`config.mk`:
```
export PLATFORM = sky130hd
export DESIGN_NAME = sr2axil_flat
export DESIGN_NICKNAME = d
export VERILOG_FILES = /design/src/rtl/sr2axil_pkg.sv /design/src/rtl/sr2axil_if.sv /design/src/rtl/sr2axil.sv /design/src/flat_wrapper.sv
export SDC_FILE = /design/constraint.sdc
export NUM_CORES = 1
export LEC_CHECK = 0
export BUFFER_PORTS_ARGS = -buffer_cell sky130_fd_sc_hd__buf_4
export CAP_MARGIN = 20
export CELL_PAD_IN_SITES_DETAIL_PLACEMENT = 1
export CELL_PAD_IN_SITES_GLOBAL_PLACEMENT = 1
export CORE_UTILIZATION = 33
export CTS_BUF_LIST = sky130_fd_sc_hd__clkbuf_4
export CTS_CLUSTER_DIAMETER = 50
export DETAILED_ROUTE_END_ITERATION = 8
export PLACE_DENSITY_LB_ADDON = 0.1
export SLEW_MARGIN = 20
export SYNTH_ARGS = -nofsm -noshare
export SYNTH_HDL_FRONTEND = slang
export SYNTH_SLANG_ARGS = --single-unit
```
`constraint.sdc`:
```
create_clock -name clk -period 1.86 [get_ports clk]
set_input_delay 0.372 -clock clk [delete_from_list [all_inputs] [get_ports clk]]
set_output_delay 0.372 -clock clk [all_outputs]
set_load 0.01 [all_outputs]
```
`src/rtl/sr2axil_pkg.sv`:
```
// Shared types and defaults for the SoftReg to AXI-Lite bridge.
// Latency: none (types and constants only).
// Backpressure: n/a.
package sr2axil_pkg;

  localparam logic [31:0] SR2AXIL_BASE_ADDR   = 32'h0000_0000;
  localparam logic [31:0] SR2AXIL_ADDR_STRIDE = 32'd4;
  localparam logic [1:0]  AXI_OKAY            = 2'b00;
  localparam logic [3:0]  SR2AXIL_WSTRB       = 4'hF;

  typedef struct packed {
    logic        valid;
    logic        is_write;
    logic [31:0] addr;
    logic [63:0] data;
  } softreg_req_t;

  typedef struct packed {
    logic        valid;
    logic [63:0] data;
  } softreg_resp_t;

  typedef enum logic [1:0] {
    ST_IDLE  = 2'd0,
    ST_WRITE = 2'd1,
    ST_READ  = 2'd2,
    ST_RESP  = 2'd3
  } sr2axil_state_t;

  // Pick the 32-bit half of a 64-bit word that belongs to beat 0 (low) or beat 1 (high).
  function automatic logic [31:0] half_sel(input logic [63:0] d, input logic hi);
    return hi ? d[63:32] : d[31:0];
  endfunction

endpackage

```
`src/rtl/sr2axil_if.sv`:
```
// SoftReg request/response plus 32-bit AXI-Lite master bus bundle.
// Latency: none (wiring only).
// Backpressure: carried by the grant/ready signals inside the bundle.
interface sr2axil_if;
  import sr2axil_pkg::*;

  softreg_req_t  softreg_req;
  logic          softreg_req_grant;
  softreg_resp_t softreg_resp;
  logic          softreg_resp_grant;

  logic          m_awvalid;
  logic [31:0]   m_awaddr;
  logic          m_awready;
  logic          m_wvalid;
  logic [31:0]   m_wdata;
  logic [3:0]    m_wstrb;
  logic          m_wready;
  logic          m_bvalid;
  logic [1:0]    m_bresp;
  logic          m_bready;
  logic          m_arvalid;
  logic [31:0]   m_araddr;
  logic          m_arready;
  logic          m_rvalid;
  logic [31:0]   m_rdata;
  logic [1:0]    m_rresp;
  logic          m_rready;
  logic          axil_err;

  // Bridge side: accepts SoftReg, drives the AXI-Lite master channels.
  modport master (
    input  softreg_req, softreg_resp_grant,
    input  m_awready, m_wready, m_bvalid, m_bresp,
    input  m_arready, m_rvalid, m_rdata, m_rresp,
    output softreg_req_grant, softreg_resp,
    output m_awvalid, m_awaddr, m_wvalid, m_wdata, m_wstrb, m_bready,
    output m_arvalid, m_araddr, m_rready, axil_err
  );

  // Environment side: SoftReg initiator plus AXI-Lite register slave.
  modport slave (
    output softreg_req, softreg_resp_grant,
    output m_awready, m_wready, m_bvalid, m_bresp,
    output m_arready, m_rvalid, m_rdata, m_rresp,
    input  softreg_req_grant, softreg_resp,
    input  m_awvalid, m_awaddr, m_wvalid, m_wdata, m_wstrb, m_bready,
    input  m_arvalid, m_araddr, m_rready, axil_err
  );

endinterface

```
`src/rtl/sr2axil.sv`:
```
// Splits one 64-bit SoftReg request into two 32-bit AXI-Lite beats (write: AW/W/B x2, read: AR/R x2 + response).
// Latency: grant to IDLE 3 cycles (write), grant to softreg_resp.valid 3 cycles (read) with an always-ready slave.
// Backpressure: one request in flight; grant only in IDLE; AXI valids hold until ready; response held until resp_grant.
module sr2axil
  import sr2axil_pkg::*;
#(
  parameter logic [31:0] BASE_ADDR   = SR2AXIL_BASE_ADDR,
  parameter logic [31:0] ADDR_STRIDE = SR2AXIL_ADDR_STRIDE
) (
  input  logic       clk,
  input  logic       rst,
  sr2axil_if.master  bus
);

  sr2axil_state_t state, state_nx;

  logic [31:0] a0;
  logic [31:0] a1;
  logic [63:0] wr_data;
  logic [31:0] rd_lo;
  logic [31:0] rd_hi;
  logic [1:0]  aw_cnt, w_cnt, b_cnt, ar_cnt, r_cnt;
  logic        err;

  logic grant;
  logic aw_vld, w_vld, ar_vld, b_rdy, r_rdy;
  logic aw_hs, w_hs, b_hs, ar_hs, r_hs;
  logic b_bad, r_bad;

  // Beat counters only ever reach 2, so bit 1 set means both beats of a channel are done.
  assign a1     = a0 + ADDR_STRIDE;
  assign grant  = bus.softreg_req.valid && (state == ST_IDLE) && !rst;
  assign aw_vld = (state == ST_WRITE) && !aw_cnt[1];
  assign w_vld  = (state == ST_WRITE) && !w_cnt[1];
  assign b_rdy  = (state == ST_WRITE);
  assign ar_vld = (state == ST_READ) && !ar_cnt[1];
  assign r_rdy  = (state == ST_READ) && !r_cnt[1];

  assign aw_hs = aw_vld && bus.m_awready;
  assign w_hs  = w_vld  && bus.m_wready;
  assign b_hs  = b_rdy  && bus.m_bvalid;
  assign ar_hs = ar_vld && bus.m_arready;
  assign r_hs  = r_rdy  && bus.m_rvalid;
  assign b_bad = b_hs && (bus.m_bresp != AXI_OKAY);
  assign r_bad = r_hs && (bus.m_rresp != AXI_OKAY);

  // Next-state: the state itself records read vs write, so is_write needs no separate register.
  always_comb begin
    state_nx = state;
    case (state)
      ST_IDLE:  if (grant) state_nx = bus.softreg_req.is_write ? ST_WRITE : ST_READ;
      ST_WRITE: if (b_hs && (b_cnt == 2'd1)) state_nx = ST_IDLE;
      ST_READ:  if (r_hs && (r_cnt == 2'd1)) state_nx = ST_RESP;
      ST_RESP:  if (bus.softreg_resp_grant) state_nx = ST_IDLE;
      default:  state_nx = ST_IDLE;
    endcase
  end

  // Drive the bus outputs; addresses and data follow each channel's own beat counter.
  always_comb begin
    bus.softreg_req_grant   = grant;
    bus.softreg_resp        = '0;
    bus.softreg_resp.valid  = (state == ST_RESP);
    bus.softreg_resp.data   = {rd_hi, rd_lo};
    bus.m_awvalid           = aw_vld;
    bus.m_awaddr            = (aw_cnt == 2'd0) ? a0 : a1;
    bus.m_wvalid            = w_vld;
    bus.m_wdata             = half_sel(wr_data, (w_cnt != 2'd0));
    bus.m_wstrb             = SR2AXIL_WSTRB;
    bus.m_bready            = b_rdy;
    bus.m_arvalid           = ar_vld;
    bus.m_araddr            = (ar_cnt == 2'd0) ? a0 : a1;
    bus.m_rready            = r_rdy;
    bus.axil_err            = err;
  end

  // State register, request capture, beat counting, read-data capture and sticky error flag.
  always_ff @(posedge clk) begin
    if (rst) begin
      state   <= ST_IDLE;
      a0      <= '0;
      wr_data <= '0;
      rd_lo   <= '0;
      rd_hi   <= '0;
      aw_cnt  <= '0;
      w_cnt   <= '0;
      b_cnt   <= '0;
      ar_cnt  <= '0;
      r_cnt   <= '0;
      err     <= 1'b0;
    end else begin
      state <= state_nx;
      if (grant) begin
        a0      <= BASE_ADDR + bus.softreg_req.addr;
        wr_data <= bus.softreg_req.data;
        aw_cnt  <= '0;
        w_cnt   <= '0;
        b_cnt   <= '0;
        ar_cnt  <= '0;
        r_cnt   <= '0;
      end else begin
        if (aw_hs) aw_cnt <= aw_cnt + 2'd1;
        if (w_hs)  w_cnt  <= w_cnt + 2'd1;
        if (b_hs)  b_cnt  <= b_cnt + 2'd1;
        if (ar_hs) ar_cnt <= ar_cnt + 2'd1;
        if (r_hs)  r_cnt  <= r_cnt + 2'd1;
      end
      // R beats return in order, so the first beat is always the low half.
      if (r_hs) begin
        if (r_cnt == 2'd0) rd_lo <= bus.m_rdata;
        else               rd_hi <= bus.m_rdata;
      end
      if (b_bad || r_bad) err <= 1'b1;
    end
  end

endmodule

```
`src/flat_wrapper.sv`:
```
// flat-port wrapper written by rule: the top's interface ports become plain ports
module sr2axil_flat import sr2axil_pkg::*;
#(
  parameter logic [31:0] BASE_ADDR   = SR2AXIL_BASE_ADDR,
  parameter logic [31:0] ADDR_STRIDE = SR2AXIL_ADDR_STRIDE
)
  (clk, rst, bus_softreg_req, bus_softreg_resp_grant, bus_m_awready, bus_m_wready, bus_m_bvalid, bus_m_bresp, bus_m_arready, bus_m_rvalid, bus_m_rdata, bus_m_rresp, bus_softreg_req_grant, bus_softreg_resp, bus_m_awvalid, bus_m_awaddr, bus_m_wvalid, bus_m_wdata, bus_m_wstrb, bus_m_bready, bus_m_arvalid, bus_m_araddr, bus_m_rready, bus_axil_err);
  sr2axil_if bus_i ();
  input  logic clk;
  input  logic rst;
  input wire logic [$bits(bus_i.softreg_req)-1:0] bus_softreg_req;
  input wire logic [$bits(bus_i.softreg_resp_grant)-1:0] bus_softreg_resp_grant;
  input wire logic [$bits(bus_i.m_awready)-1:0] bus_m_awready;
  input wire logic [$bits(bus_i.m_wready)-1:0] bus_m_wready;
  input wire logic [$bits(bus_i.m_bvalid)-1:0] bus_m_bvalid;
  input wire logic [$bits(bus_i.m_bresp)-1:0] bus_m_bresp;
  input wire logic [$bits(bus_i.m_arready)-1:0] bus_m_arready;
  input wire logic [$bits(bus_i.m_rvalid)-1:0] bus_m_rvalid;
  input wire logic [$bits(bus_i.m_rdata)-1:0] bus_m_rdata;
  input wire logic [$bits(bus_i.m_rresp)-1:0] bus_m_rresp;
  output wire logic [$bits(bus_i.softreg_req_grant)-1:0] bus_softreg_req_grant;
  output wire logic [$bits(bus_i.softreg_resp)-1:0] bus_softreg_resp;
  output wire logic [$bits(bus_i.m_awvalid)-1:0] bus_m_awvalid;
  output wire logic [$bits(bus_i.m_awaddr)-1:0] bus_m_awaddr;
  output wire logic [$bits(bus_i.m_wvalid)-1:0] bus_m_wvalid;
  output wire logic [$bits(bus_i.m_wdata)-1:0] bus_m_wdata;
  output wire logic [$bits(bus_i.m_wstrb)-1:0] bus_m_wstrb;
  output wire logic [$bits(bus_i.m_bready)-1:0] bus_m_bready;
  output wire logic [$bits(bus_i.m_arvalid)-1:0] bus_m_arvalid;
  output wire logic [$bits(bus_i.m_araddr)-1:0] bus_m_araddr;
  output wire logic [$bits(bus_i.m_rready)-1:0] bus_m_rready;
  output wire logic [$bits(bus_i.axil_err)-1:0] bus_axil_err;
  assign bus_i.softreg_req = bus_softreg_req;
  assign bus_i.softreg_resp_grant = bus_softreg_resp_grant;
  assign bus_i.m_awready = bus_m_awready;
  assign bus_i.m_wready = bus_m_wready;
  assign bus_i.m_bvalid = bus_m_bvalid;
  assign bus_i.m_bresp = bus_m_bresp;
  assign bus_i.m_arready = bus_m_arready;
  assign bus_i.m_rvalid = bus_m_rvalid;
  assign bus_i.m_rdata = bus_m_rdata;
  assign bus_i.m_rresp = bus_m_rresp;
  assign bus_softreg_req_grant = bus_i.softreg_req_grant;
  assign bus_softreg_resp = bus_i.softreg_resp;
  assign bus_m_awvalid = bus_i.m_awvalid;
  assign bus_m_awaddr = bus_i.m_awaddr;
  assign bus_m_wvalid = bus_i.m_wvalid;
  assign bus_m_wdata = bus_i.m_wdata;
  assign bus_m_wstrb = bus_i.m_wstrb;
  assign bus_m_bready = bus_i.m_bready;
  assign bus_m_arvalid = bus_i.m_arvalid;
  assign bus_m_araddr = bus_i.m_araddr;
  assign bus_m_rready = bus_i.m_rready;
  assign bus_axil_err = bus_i.axil_err;
  sr2axil #(.BASE_ADDR(BASE_ADDR), .ADDR_STRIDE(ADDR_STRIDE)) u_core (.clk(clk), .rst(rst), .bus(bus_i));
endmodule
```
# After elaboration in Yosys (flattened, before gate mapping)
# Index checks and enable logic that the tools add are counted.
classes:
  addsub: 6
  eq_ne: 9
  mux: 9
  n_bitwise: 1
  reduce_logical: 32
ops:
  columns: ["cell", "count"]
  rows:
  - ["32-bit two-way mux", 3]
  - ["32-bit by 3-bit adder with 32-bit output, second input constant", 1]
  - ["1-bit logical AND", 15]
  - ["2-bit by 1-bit adder with 2-bit output, second input constant", 5]
  - ["2-bit two-way mux", 5]
  - ["2-bit logical NOT", 4]
  - ["2-bit inequality test, second input constant", 4]
  - ["2-bit one-hot mux with 4 select lines", 1]
  - ["2-bit by 1-bit equality test with 1-bit output, second input constant", 3]
  - ["2-bit nonzero test", 3]
  - ["1-bit logical NOT", 5]
  - ["2-bit equality test, second input constant", 2]
  - ["2-bit AND reduction", 2]
  - ["4-bit AND reduction", 1]
  - ["2-bit OR reduction", 1]
  - ["1-bit logical OR", 1]
  - ["1-bit NOT", 1]
totals:
  register_bits: 173
  input_bits: 142
  output_inout_bits: 172
  wordCells: 68

# Logic depth before layout (Yosys ltp)
# Gate-level depths: netlist (run 1).
logic_depth:
  word_depth: 6
  depth_mapped: 8
  ltp_nobuf: 6

# Least setup slack after synthesis (run 1)
# No wires, ideal clock.
synth_path:
  path_kind: "reg2out"
  startpoint: "register u_core.ar_cnt[0]"
  endpoint: "output port bus_m_araddr[24]"
  arrival_ps: 1575
  slack_ps: -87
  stages_incl_launch_ff: 7
  n_path_buf: 0
  path_cell_list: "dfxtp_1 -> inv_1 -> ha_1 -> nor2b_1 -> nand4_4 -> nor3_1 -> xor2_1"
synth_via:
  elab_chain_len: 2
synth_lines:
  columns: ["element", "line_no", "source"]
  rows:
  - ["start: declaration", "sr2axil.sv:22", "logic [1:0] aw_cnt, w_cnt, b_cnt, ar_cnt, r_cnt;"]
  - ["start signal: assignment", "sr2axil.sv:105", "if (ar_hs) ar_cnt <= ar_cnt + 2'd1;"]
  - ["2-bit logical NOT", "sr2axil.sv:72", "bus.m_araddr = (ar_cnt == 2'd0) ? a0 : a1;"]
  - ["32-bit two-way mux", "sr2axil.sv:72", null]
  - ["end: declaration", "flat_wrapper.sv:30", "output wire logic [$bits(bus_i.m_araddr)-1:0] bus_m_araddr;"]
# No other way between the ends.

# Worst setup path after layout (run 1)
layout_path:
  startpoint: "register u_core.aw_cnt[1]"
  endpoint: "output port bus_m_awaddr[26]"
layout_via:
  elab_chain_len: 2
layout_lines:
  columns: ["element", "line_no", "source"]
  rows:
  - ["start: declaration", "sr2axil.sv:22", null]
  - ["start signal: assignment", "sr2axil.sv:102", "if (aw_hs) aw_cnt <= aw_cnt + 2'd1;"]
  - ["2-bit logical NOT", "sr2axil.sv:66", "bus.m_awaddr = (aw_cnt == 2'd0) ? a0 : a1;"]
  - ["32-bit two-way mux", "sr2axil.sv:66", null]
  - ["end: declaration", "flat_wrapper.sv:24", "output wire logic [$bits(bus_i.m_awaddr)-1:0] bus_m_awaddr;"]
# No other way between the ends.

==> flow_metrics.tcl, run 1 <==
set metrics [dict create \
    path_cells "inv_2, ha_4, and2b_2, nand4_4, buf_4, nor2_4, xor2_2, buf_4" \
    totalPowerFinal_uw 8340 \
    power.density_cell_area_mw_per_mm2 626 \
    floorplan.initialDensity_pct 34.1 \
    die_h_um 153 \
    whs_path_depth 3 \
    critical-path-max-stage-delay_ps 360 \
    grt_util_met1_pct 27.8 \
    drt-total-wl_um 31000 \
    grtUsageMet2_pct 46.3 \
    synth-main-ff-cell "sky130_fd_sc_hd__dfxtp_1" \
    synth.distinct_cells 45 \
    ys_top_cells_by_area "sky130_fd_sc_hd__dfxtp_1, sky130_fd_sc_hd__a22o_1, sky130_fd_sc_hd__nand2_1" \
    maxSlewViolCount 0 \
    worst-slew-pin-transition_ps 822 \
    global_route.peak_usage_layer "met2" \
    cp-end-kind "primary output" \
    yosys.area_share.xor_xnor_pct 7.36 \
    finish.net_count 1434 \
    cts-root-to-sink-buffers 2 \
    globalRouteTotalUtil_pct 25.2 \
    async_set_or_reset_flop_fraction_in_the_synthesized_netlist_pct 0 \
    syn_to_layout_area_delta_pct 77.6 \
    fraction_of_the_mapped_netlist_area_in_compound_gates_pct 16.5 \
    die_x_um 153 \
    ys_seq_elements 173 \
    routed_wire_length_per_instance_um 19.6 \
    synth_cells 791 \
    groute.layer.met3.usage_pct 6.09 \
    grt_first_pass_wirelength_um 46300 \
    critical_path_class "reg2out" \
    worst_skew_pair.late_latency_ps 590 \
    syn_area_per_cell_um2 9.48 \
    drt_first_pass_iters 6 \
    synth_top_cell_area_share_pct 46.2 \
    violations "design-rule violations, negative setup slack" \
    finalHoldViolations 0 \
    coreArea_mm2 0.0220 \
    die_area_mm2 0.0233 \
    cp_slowest_cell "sky130_fd_sc_hd__dfxtp_2" \
    cp_common_cell "sky130_fd_sc_hd__buf_4" \
    adder_cell_fraction_of_synth_area_pct 1.17 \
    status "finished with violations" \
    antenna_violating_nets_post_route 0 \
    drc_errors 44 \
    yosysWarnings 0 \
    cp_num_buf_inv 3 \
    tritoncts "built" \
    dp_hpwl_um 18400 \
    final_min_period_over_clock_period_pct 143 \
    h-tree-depth 4 \
    finalWorstPathRequiredPeriod_ps 2660 \
    globalRoute.totalOverflow 0 \
    power.ir.vdd_worst_uv 337 \
    post_syn_area_mm2 0.00750 \
    cap_viol_max_count 0 \
    finish.utilization_pct 60.5 \
    timing.critical_path.fanout_max 6 \
    rsz0062_at_grt "yes" \
    fmaxAchievable_mhz 376 \
    worst_r2r_path_depth 8 \
    tritoncts.num_buffers 17 \
    drive_above_1_share_pct 48.0 \
    critical_path_arrival_ps 2290 \
    post_synth_and_or_nand_nor_area_fraction_pct 17.6 \
    slew_headroom_pct 45.1 \
    antenna_violations_before_repair 5 \
    timing.final.ws_setup_ps -799 \
    number_of_drc_markers_in_iteration_0 300 \
    worst_path_dominant_cell_family "simple AND/OR/NAND/NOR gates" \
    post_synthesis_mux_area_share_pct 5.10 \
    clock-sinks 173 \
    io_pins 314 \
    grt_pass1_vias 8404 \
    path_depth 8 \
    timing.final.setup_violations 94 \
    static-leakage-power_uw 0.00623 \
    dr_total_vias 7850 \
    std_cell_rows 54 \
    clock_skew_ps 37.6 \
    synth_edf_count 0 \
    clk_transition_reported_paths_ps 150 \
    yosysTopAreaCell "sky130_fd_sc_hd__dfxtp_1" \
    launching_element_type_of_the_critical_path "register" \
    cp_data_required_time_ps 1490 \
    vias_per_cell 4.96 \
    synth_top_family_by_area "simple AND/OR/NAND/NOR gates" \
    io_buffer_count 309 \
    seq_total_area_yosys_pct 46.2 \
    globalplace.congestion 0.813 \
    worstHoldPathType "in2reg" \
    clock_tree.root_cell "sky130_fd_sc_hd__clkbuf_4" \
    pin_count_of_the_biggest_net_entering_global_routing 68 \
]
-- area by class of cell --
type / instances / area [um2]
inverters: 11 / 46.3
multi-input cells: 537 / 4310
flip-flops and latches: 173 / 3510
clock buffers: 18 / 135
fillers: 2417 / 8710
repair buffers: 545 / 4770
diodes: 6 / 15.0
clock inverters: 13 / 180
well taps: 280 / 350
-- final timing paths --
kind	start	slack, ps	to
worst max-delay path	u_core.aw_cnt[1]	-800	bus_m_awaddr[26]
worst min-delay path	bus_m_rdata[4]	40	u_core.rd_hi[4]
worst max register to register	u_core.state[1]	170	u_core.rd_lo[14]
worst min register to register	u_core.rd_lo[6]	470	u_core.rd_lo[6]
-- routing by layer --
layer	wire, um	share of wire [%]
met1	12100	39
met2	16300	53
met3	1730	5.6
met4	816	2.6
met5	0	0
-- worst min-delay path, cell delays in order --
cell	delay [ps]
sky130_fd_sc_hd__buf_4	110
sky130_fd_sc_hd__nand2_1	50
sky130_fd_sc_hd__a21oi_1	50
-- registers in the layout, indices dropped and copies added (netlist names) --
signal,cells
u_core.a0,32
u_core.state,2
u_core.bus.axil_err,1
u_core.r_cnt,2
u_core.rd_hi,32
u_core.aw_cnt,2
u_core.ar_cnt,2
u_core.b_cnt,2
u_core.w_cnt,2
u_core.wr_data,64
u_core.rd_lo,32
-- logic make-up (layout without fill, tap and decap cells) --
group / after synthesis / in the layout
AND/OR/NAND/NOR: 255 / 256
AO/OA/AOI/OAI: 173 / 173
flip-flops: 173 / 173
buffers and inverters: 85 / 587
XOR/XNOR: 63 / 63
multiplexers: 34 / 34
adder cells (fa/ha/maj): 7 / 7
other: 1 / 10
-- what timing repair did --
action / 4_1_cts / 5_1_grt
setup endpoints to repair: 99 / 122
resized for setup: 195 / 60
pin swaps: 45 / 41
setup buffers: 18 / 21
cloned: 3 / 1
hold buffers: 121 / 1
endpoints found under the hold margin: 134 / 1
-- power by group --
group | internal, uW | switching [uW] | total [uW] | leakage (uW)
combinational | 1060 | 777 | 1840 | 0.00464
clock | 982 | 1470 | 2460 | 0.000169
sequential | 3900 | 149 | 4050 | 0.00142
-- Yosys cell counts (3+ instances only) --
| library cell | n |
|---|---|
| sky130_fd_sc_hd__clkbuf_1 | 29 |
| sky130_fd_sc_hd__nor4_4 | 3 |
| sky130_fd_sc_hd__a21oi_1 | 72 |
| sky130_fd_sc_hd__nand4_1 | 10 |
| sky130_fd_sc_hd__mux2_2 | 34 |
| sky130_fd_sc_hd__xnor2_1 | 38 |
| sky130_fd_sc_hd__buf_2 | 21 |
| sky130_fd_sc_hd__xor2_1 | 25 |
| sky130_fd_sc_hd__and4_1 | 4 |
| sky130_fd_sc_hd__buf_4 | 13 |
| sky130_fd_sc_hd__a22o_1 | 95 |
| sky130_fd_sc_hd__inv_1 | 10 |
| sky130_fd_sc_hd__dfxtp_1 | 173 |
| sky130_fd_sc_hd__and2_1 | 3 |
| sky130_fd_sc_hd__buf_6 | 8 |
| sky130_fd_sc_hd__nand2_1 | 155 |
| sky130_fd_sc_hd__nor3_1 | 6 |
| sky130_fd_sc_hd__nor2_1 | 28 |
| sky130_fd_sc_hd__a311oi_1 | 3 |
| sky130_fd_sc_hd__buf_1 | 3 |
| sky130_fd_sc_hd__and3_1 | 3 |
| sky130_fd_sc_hd__ha_1 | 7 |
| sky130_fd_sc_hd__nand3_1 | 15 |
| sky130_fd_sc_hd__nand4_4 | 5 |
-- cells in the final DEF (no fill, tap or decap), types with 5 or more instances in the layout --
cell type | netlist | routed
sky130_fd_sc_hd__a21oi_1 | 72 | 72
sky130_fd_sc_hd__a22o_1 | 95 | 95
sky130_fd_sc_hd__buf_12 | 0 | 5
sky130_fd_sc_hd__buf_4 | 13 | 348
sky130_fd_sc_hd__buf_6 | 8 | 67
sky130_fd_sc_hd__clkbuf_4 | 0 | 18
sky130_fd_sc_hd__dfxtp_1 | 173 | 145
sky130_fd_sc_hd__dfxtp_2 | 0 | 24
sky130_fd_sc_hd__diode_2 | 0 | 6
sky130_fd_sc_hd__dlygate4sd3_1 | 0 | 122
sky130_fd_sc_hd__inv_2 | 0 | 6
sky130_fd_sc_hd__mux2_4 | 0 | 34
sky130_fd_sc_hd__nand2_1 | 155 | 145
sky130_fd_sc_hd__nand2_4 | 0 | 7
sky130_fd_sc_hd__nand3_1 | 15 | 9
sky130_fd_sc_hd__nand3_4 | 1 | 6
sky130_fd_sc_hd__nand4_1 | 10 | 10
sky130_fd_sc_hd__nand4_4 | 5 | 5
sky130_fd_sc_hd__nor2_1 | 28 | 13
sky130_fd_sc_hd__nor2_4 | 0 | 12
sky130_fd_sc_hd__nor3_4 | 2 | 5
sky130_fd_sc_hd__xnor2_1 | 38 | 14
sky130_fd_sc_hd__xnor2_2 | 0 | 24
sky130_fd_sc_hd__xor2_1 | 25 | 21
-- stage by stage --
step                      instance area, um2  hold slack, ps  setup slack (ps)  std cells  setup TNS [ps]
final                                  13300            41.9              -799       1583          -48290
after global routing                   13300            11.5              -902       1582          -58470
after CTS                              12900            2.69              -735       1557          -49180
after detailed placement               10400             449              -162       1386           -1960
after global placement                 10400             443              -105       1386            -764
after floorplan                         7530             437              2.15        794               0
No activity file was read; power rests on OpenSTA's default activity.
==> run 2: changes to the inputs <==
MAX_ROUTING_LAYER = met4   (was unset)
==> flow_metrics.tcl, run 2 (same netlist as run 1, synthesis figures left out) <==
set metrics [dict create \
    cts-root-to-sink-buffers 2 \
    fmaxAchievable_mhz 378 \
    wirelength_met1_um 12100 \
    std_cell_rows 54 \
    globalplace.congestion 0.825 \
    dp_cells 1386 \
    setup.worst_path.start "u_core.aw_cnt[1]" \
    topRoutingLayerUsed "met4" \
    io_buffer_count 309 \
    critical_path_class "reg2out" \
    drt_first_pass_iters 6 \
    timing.final.ws_setup_ps -786 \
    static-leakage-power_uw 0.00623 \
    vias_per_cell 4.96 \
    grt_pass1_vias 8393 \
    biggest_register "u_core.wr_data" \
    syn_to_layout_area_delta_pct 77.6 \
    finish.net_count 1434 \
    cap_viol_max_count 0 \
    timing.final.setup_violations 94 \
    fin_hold_ws_ps 48.4 \
    layout.filler_cells 2417 \
    final_cell_mix "sky130_fd_sc_hd__buf_4, sky130_fd_sc_hd__nand2_1, sky130_fd_sc_hd__dfxtp_1" \
    maxSlewViolCount 0 \
    pin_count_of_the_biggest_net_entering_global_routing 68 \
    drc_errors 22 \
    final_min_period_over_clock_period_pct 142 \
    globalRouteTotalUtil_pct 26.0 \
    number_of_drc_markers_in_iteration_0 296 \
    power.ir.vdd_worst_uv 333 \
    launching_element_type_of_the_critical_path "register" \
    worstReg2RegEnd "u_core.rd_lo[14]" \
    antenna_violating_nets_post_route 0 \
    status "finished with violations" \
    dr_total_vias 7844 \
    clock_tree.root_cell "sky130_fd_sc_hd__clkbuf_4" \
    detailroute.wirelength.met2_um 16400 \
    critical_path_arrival_ps 2270 \
    coreArea_mm2 0.0220 \
    hold_path_startpoint "bus_m_rdata[4]" \
    tritoncts.num_buffers 17 \
    worst-slew-pin-transition_ps 822 \
    dp_hpwl_um 18400 \
    worst_r2r_path_depth 8 \
    die_x_um 153 \
    post_layout_nonfiller_instances 1581 \
    h-tree-depth 4 \
    timing.critical_path.fanout_max 6 \
    die_area_mm2 0.0233 \
    clk_transition_reported_paths_ps 150 \
    critical_path.endpoint "bus_m_awaddr[26]" \
    finalWorstPathRequiredPeriod_ps 2650 \
    rsz0062_at_grt "yes" \
    wl_met3_um 1730 \
    clock-sinks 173 \
    r2r_start "u_core.state[1]" \
    finalHoldViolations 0 \
    slew_headroom_pct 45.1 \
    worstHoldPathType "in2reg" \
    worst_skew_pair.late_latency_ps 580 \
    globalRoute.totalOverflow 0 \
    grt_first_pass_wirelength_um 46200 \
    register_to_register_setup_slack_ps 170 \
    io_pins 314 \
    floorplan.initialDensity_pct 34.1 \
    power.density_cell_area_mw_per_mm2 626 \
    cp-end-kind "primary output" \
    most_common_library_cell_in_the_layout_ignoring_fill_and_taps "sky130_fd_sc_hd__buf_4" \
    routed_wire_length_per_instance_um 19.6 \
    tritoncts "built" \
    drt-total-wl_um 31000 \
    die_h_um 153 \
    largest_reg_flops 64 \
    drive_above_1_share_pct 48.0 \
    violations "design-rule violations, negative setup slack" \
    clock_skew_ps 36.6 \
    antenna_violations_before_repair 4 \
    cp_data_required_time_ps 1490 \
]
## run 2: changes by cell type in the layout (fill, tap and decap cells not counted), sizes merged
cell / before / now
diode: 6 / 4
## run 2: how the worst min path moves through the flow
stage,slack (ps),end,cells after the start
floorplan,440,u_core.wr_data[30],1
global placement,440,u_core.rd_hi[27],2
detailed placement,450,u_core.rd_hi[25],2
CTS,3,u_core.rd_hi[5],3
global route,20,u_core.wr_data[24],2
finish,50,u_core.rd_hi[4],3
## run 2: critical path: stages (launching register included)
cell and delay (ps):
sky130_fd_sc_hd__dfxtp_2 360, sky130_fd_sc_hd__inv_2 50, sky130_fd_sc_hd__ha_4 160, sky130_fd_sc_hd__and2b_2 270
sky130_fd_sc_hd__nand4_4 190, sky130_fd_sc_hd__buf_4 210, sky130_fd_sc_hd__nor2_4 100, sky130_fd_sc_hd__xor2_2 200
sky130_fd_sc_hd__buf_4 170
## run 2: what timing repair did
item | in CTS | in global routing
setup endpoints to repair | 99 | 122
hold endpoints to repair | 134 | 1
gates resized for setup | 195 | 61
setup buffers | 18 | 21
cloned | 3 | 1
hold buffers | 121 | 1
pin swaps | 45 | 41
## run 2: final cells by class
| class | count | area (um2) | area share, % |
|---|---|---|---|
| Timing Repair Buffer | 545 | 4770 | 35.8 |
| Multi-Input combinational cell | 537 | 4320 | 32.4 |
| Sequential cell | 173 | 3510 | 26.3 |
| Tap cell | 280 | 350 | 2.63 |
| Clock inverter | 13 | 180 | 1.35 |
| Clock buffer | 18 | 135 | 1.01 |
| Inverter | 11 | 46.3 | 0.348 |
| Antenna cell | 4 | 10.0 | 0.0752 |
## run 2: through the flow
stage / power [uW] / cell area [um2] / setup slack [ps] / TNS [ps] / util [%]
final: 8340 / 13300 / -786 / -47830 / 60.5
after global routing: 8680 / 13300 / -896 / -58080 / 60.5
after CTS: 8290 / 12900 / -735 / -49180 / 58.4
after detailed placement: 5480 / 10400 / -162 / -1960 / 47.4
after global placement: 5450 / 10400 / -105 / -764 / 47.4
after floorplan: 4720 / 7530 / 2.15 / 0 / -
## run 2: routing by layer
metal	GRT usage (%)	vias to the layer above
li1	-	3711
met1	28.3	3838
met2	46.0	248
met3	5.55	47
met4	10.3	0
met5	-	-
## run 2: power by group
group | total (uW) | switching, uW | leakage (uW) | internal, uW
logic | 1840 | 776 | 0.00464 | 1060
registers | 4050 | 150 | 0.00142 | 3900
clock network | 2450 | 1470 | 0.000169 | 982
total | 8340 | 2400 | 0.00623 | 5940
==> run 3: changes to the inputs <==
CELL_PAD_IN_SITES_DETAIL_PLACEMENT = unset   (was 1)
CELL_PAD_IN_SITES_GLOBAL_PLACEMENT = unset   (was 1)
CORE_UTILIZATION = 45   (was 33)
PLACE_DENSITY = 0.79   (was unset)
PLACE_DENSITY_LB_ADDON = unset   (was 0.1)
==> flow_metrics.tcl, run 3 (same netlist as run 1, synthesis figures left out) <==
set metrics [dict create \
    h-tree-depth 4 \
    drive_above_1_share_pct 49.1 \
    tritoncts "built" \
    critical-path-max-stage-delay_ps 580 \
    globalplace.congestion 0.909 \
    die_x_um 131 \
    cp_data_required_time_ps 1490 \
    power.ir.vdd_worst_uv 563 \
    final_cell_mix "sky130_fd_sc_hd__buf_4, sky130_fd_sc_hd__nand2_1, sky130_fd_sc_hd__dfxtp_1" \
    critical_path_arrival_ps 2560 \
    worst_skew_pair.late_latency_ps 620 \
    timing.critical_path.fanout_max 8 \
    grt_pass1_vias 8631 \
    most_common_library_cell_in_the_layout_ignoring_fill_and_taps "sky130_fd_sc_hd__buf_4" \
    clk_transition_reported_paths_ps 200 \
    cp_common_cell "sky130_fd_sc_hd__nand4_1" \
    io_buffer_count 309 \
    drt-total-wl_um 35100 \
    clock_skew_ps 47.5 \
    power.share.switching_pct 28.8 \
    std_cell_rows 46 \
    static-leakage-power_uw 0.00637 \
    timing.final.ws_setup_ps -1070 \
    worst-slew-pin-transition_ps 723 \
    dr_total_vias 8853 \
    biggest_register "u_core.wr_data" \
    violations "negative setup slack" \
    tritoncts.num_buffers 17 \
    final_min_period_over_clock_period_pct 158 \
    cts-root-to-sink-buffers 2 \
    grt_first_pass_wirelength_um 46100 \
    clock_tree.root_cell "sky130_fd_sc_hd__clkbuf_4" \
    combinationalPowerShare_pct 22.1 \
    globalRoute.totalOverflow 0 \
    finish.net_count 1452 \
    timing.final.setup_violations 93 \
    die_area_mm2 0.0172 \
    antenna_violations_before_repair 2 \
    fin_hold_ws_ps 39.6 \
    launching_element_type_of_the_critical_path "register" \
    clock-sinks 173 \
    cp_slowest_cell "sky130_fd_sc_hd__nor3_4" \
    fmaxAchievable_mhz 341 \
    largest_reg_flops 64 \
    die_h_um 131 \
    finalHoldViolations 0 \
    power.density_cell_area_mw_per_mm2 639 \
    finalWorstPathRequiredPeriod_ps 2930 \
    switchingPower_uw 2520 \
    dp_cells 1315 \
    vias_per_cell 5.77 \
    worstHoldPathType "in2reg" \
    rsz0062_at_grt "yes" \
    drc_errors 0 \
    dp_hpwl_um 16300 \
    routed_wire_length_per_instance_um 22.9 \
    drt_first_pass_iters 5 \
    io_pins 314 \
    post_layout_nonfiller_instances 1533 \
    coreArea_mm2 0.0161 \
    number_of_drc_markers_in_iteration_0 896 \
    cp-end-kind "primary output" \
    cellInternalPower_uw 6210 \
    slew_headroom_pct 51.8 \
    cap_viol_max_count 0 \
    critical_path_class "reg2out" \
    syn_to_layout_area_delta_pct 82.1 \
    globalRouteTotalUtil_pct 35.4 \
    clock_network_power_share_pct 31.2 \
    antenna_violating_nets_post_route 0 \
    path_cells "nand4_1, nor3_4, nand4_1, xnor2_1, buf_4" \
    floorplan.initialDensity_pct 46.7 \
    maxSlewViolCount 0 \
    status "finished with violations" \
    seq_power_share_pct 46.7 \
    totalPowerFinal_uw 8730 \
    pin_count_of_the_biggest_net_entering_global_routing 68 \
    finish.utilization_pct 85.0 \
]
## run 3: cell count changes in the layout (fill, tap and decap cells not counted), moves of 4 or more
cell                            previous run  this run
sky130_fd_sc_hd__buf_12                    5        13
sky130_fd_sc_hd__xor2_1                   21        13
sky130_fd_sc_hd__xor2_2                    4        12
sky130_fd_sc_hd__dfxtp_2                  24        17
sky130_fd_sc_hd__dfxtp_4                   4        10
sky130_fd_sc_hd__dlygate4sd3_1           122       128
sky130_fd_sc_hd__nand3_1                   9         5
sky130_fd_sc_hd__nand3_2                   2         6
## run 3: worst paths after layout
| path | start | endpoint | slack, ps | cells past startpoint |
|---|---|---|---|---|
| worst max-delay path | u_core.a0[17] | bus_m_araddr[27] | -1070 | 5 |
| worst min-delay path | bus_m_awready | u_core.aw_cnt[1] | 40 | 3 |
| worst max register to register | u_core.state[0] | u_core.wr_data[57] | 100 | 6 |
| worst min register to register | u_core.rd_hi[16] | u_core.rd_hi[16] | 470 | 2 |
## run 3: power by group through the flow
stage	logic, uW	registers [uW]	clock network [uW]
floorplan	648	4070	0
global placement	1330	4100	0
detailed placement	1360	4100	0
CTS	1730	4030	2690
global route	2010	4080	2900
finish	1930	4070	2720
## run 3: final cells by class
class                   count  area [um2]
clock buffers              17         128
diodes                      2        5.00
well taps                 216         270
fillers                   732        2400
repair buffers            564        5030
multi-input cells         536        4430
clock inverters            14         228
flip-flops and latches    173        3520
inverters                  11        48.8
## run 3: timing repair
item / in CTS / in global routing
hold buffers: 128 / 0
pin swaps: 47 / 45
endpoints found under the hold margin: 155 / 0
setup buffers: 31 / 32
gates cloned: 3 / 0
setup endpoints to repair: 97 / 98
resized for setup: 206 / 79
## run 3: routing by layer
layer	track usage [%]	share of wire [%]	vias up
met5	-	0	-
met4	24.4	8.7	0
met3	6.79	8.6	254
met2	61.9	49	693
met1	35.7	33	4158
li1	-	-	3748
## run 3: through the flow
stage | cell area, um2 | TNS (ps) | worst slack [ps]
4_1_cts | 13100 | -49610 | -750
2_1_floorplan | 7530 | 0 | 2.15
5_1_grt | 13700 | -64890 | -1250
3_3_place_gp | 10400 | -742 | -121
6_report | 13700 | -57700 | -1070
3_5_place_dp | 10400 | -2090 | -174
## run 3: critical path: cells and delay by family, from the launching register on
family,cells,cell delay (ps)
AND/OR/NAND/NOR,3,1050
flip-flops,1,420
XOR/XNOR,1,280
buffers and inverters,1,180
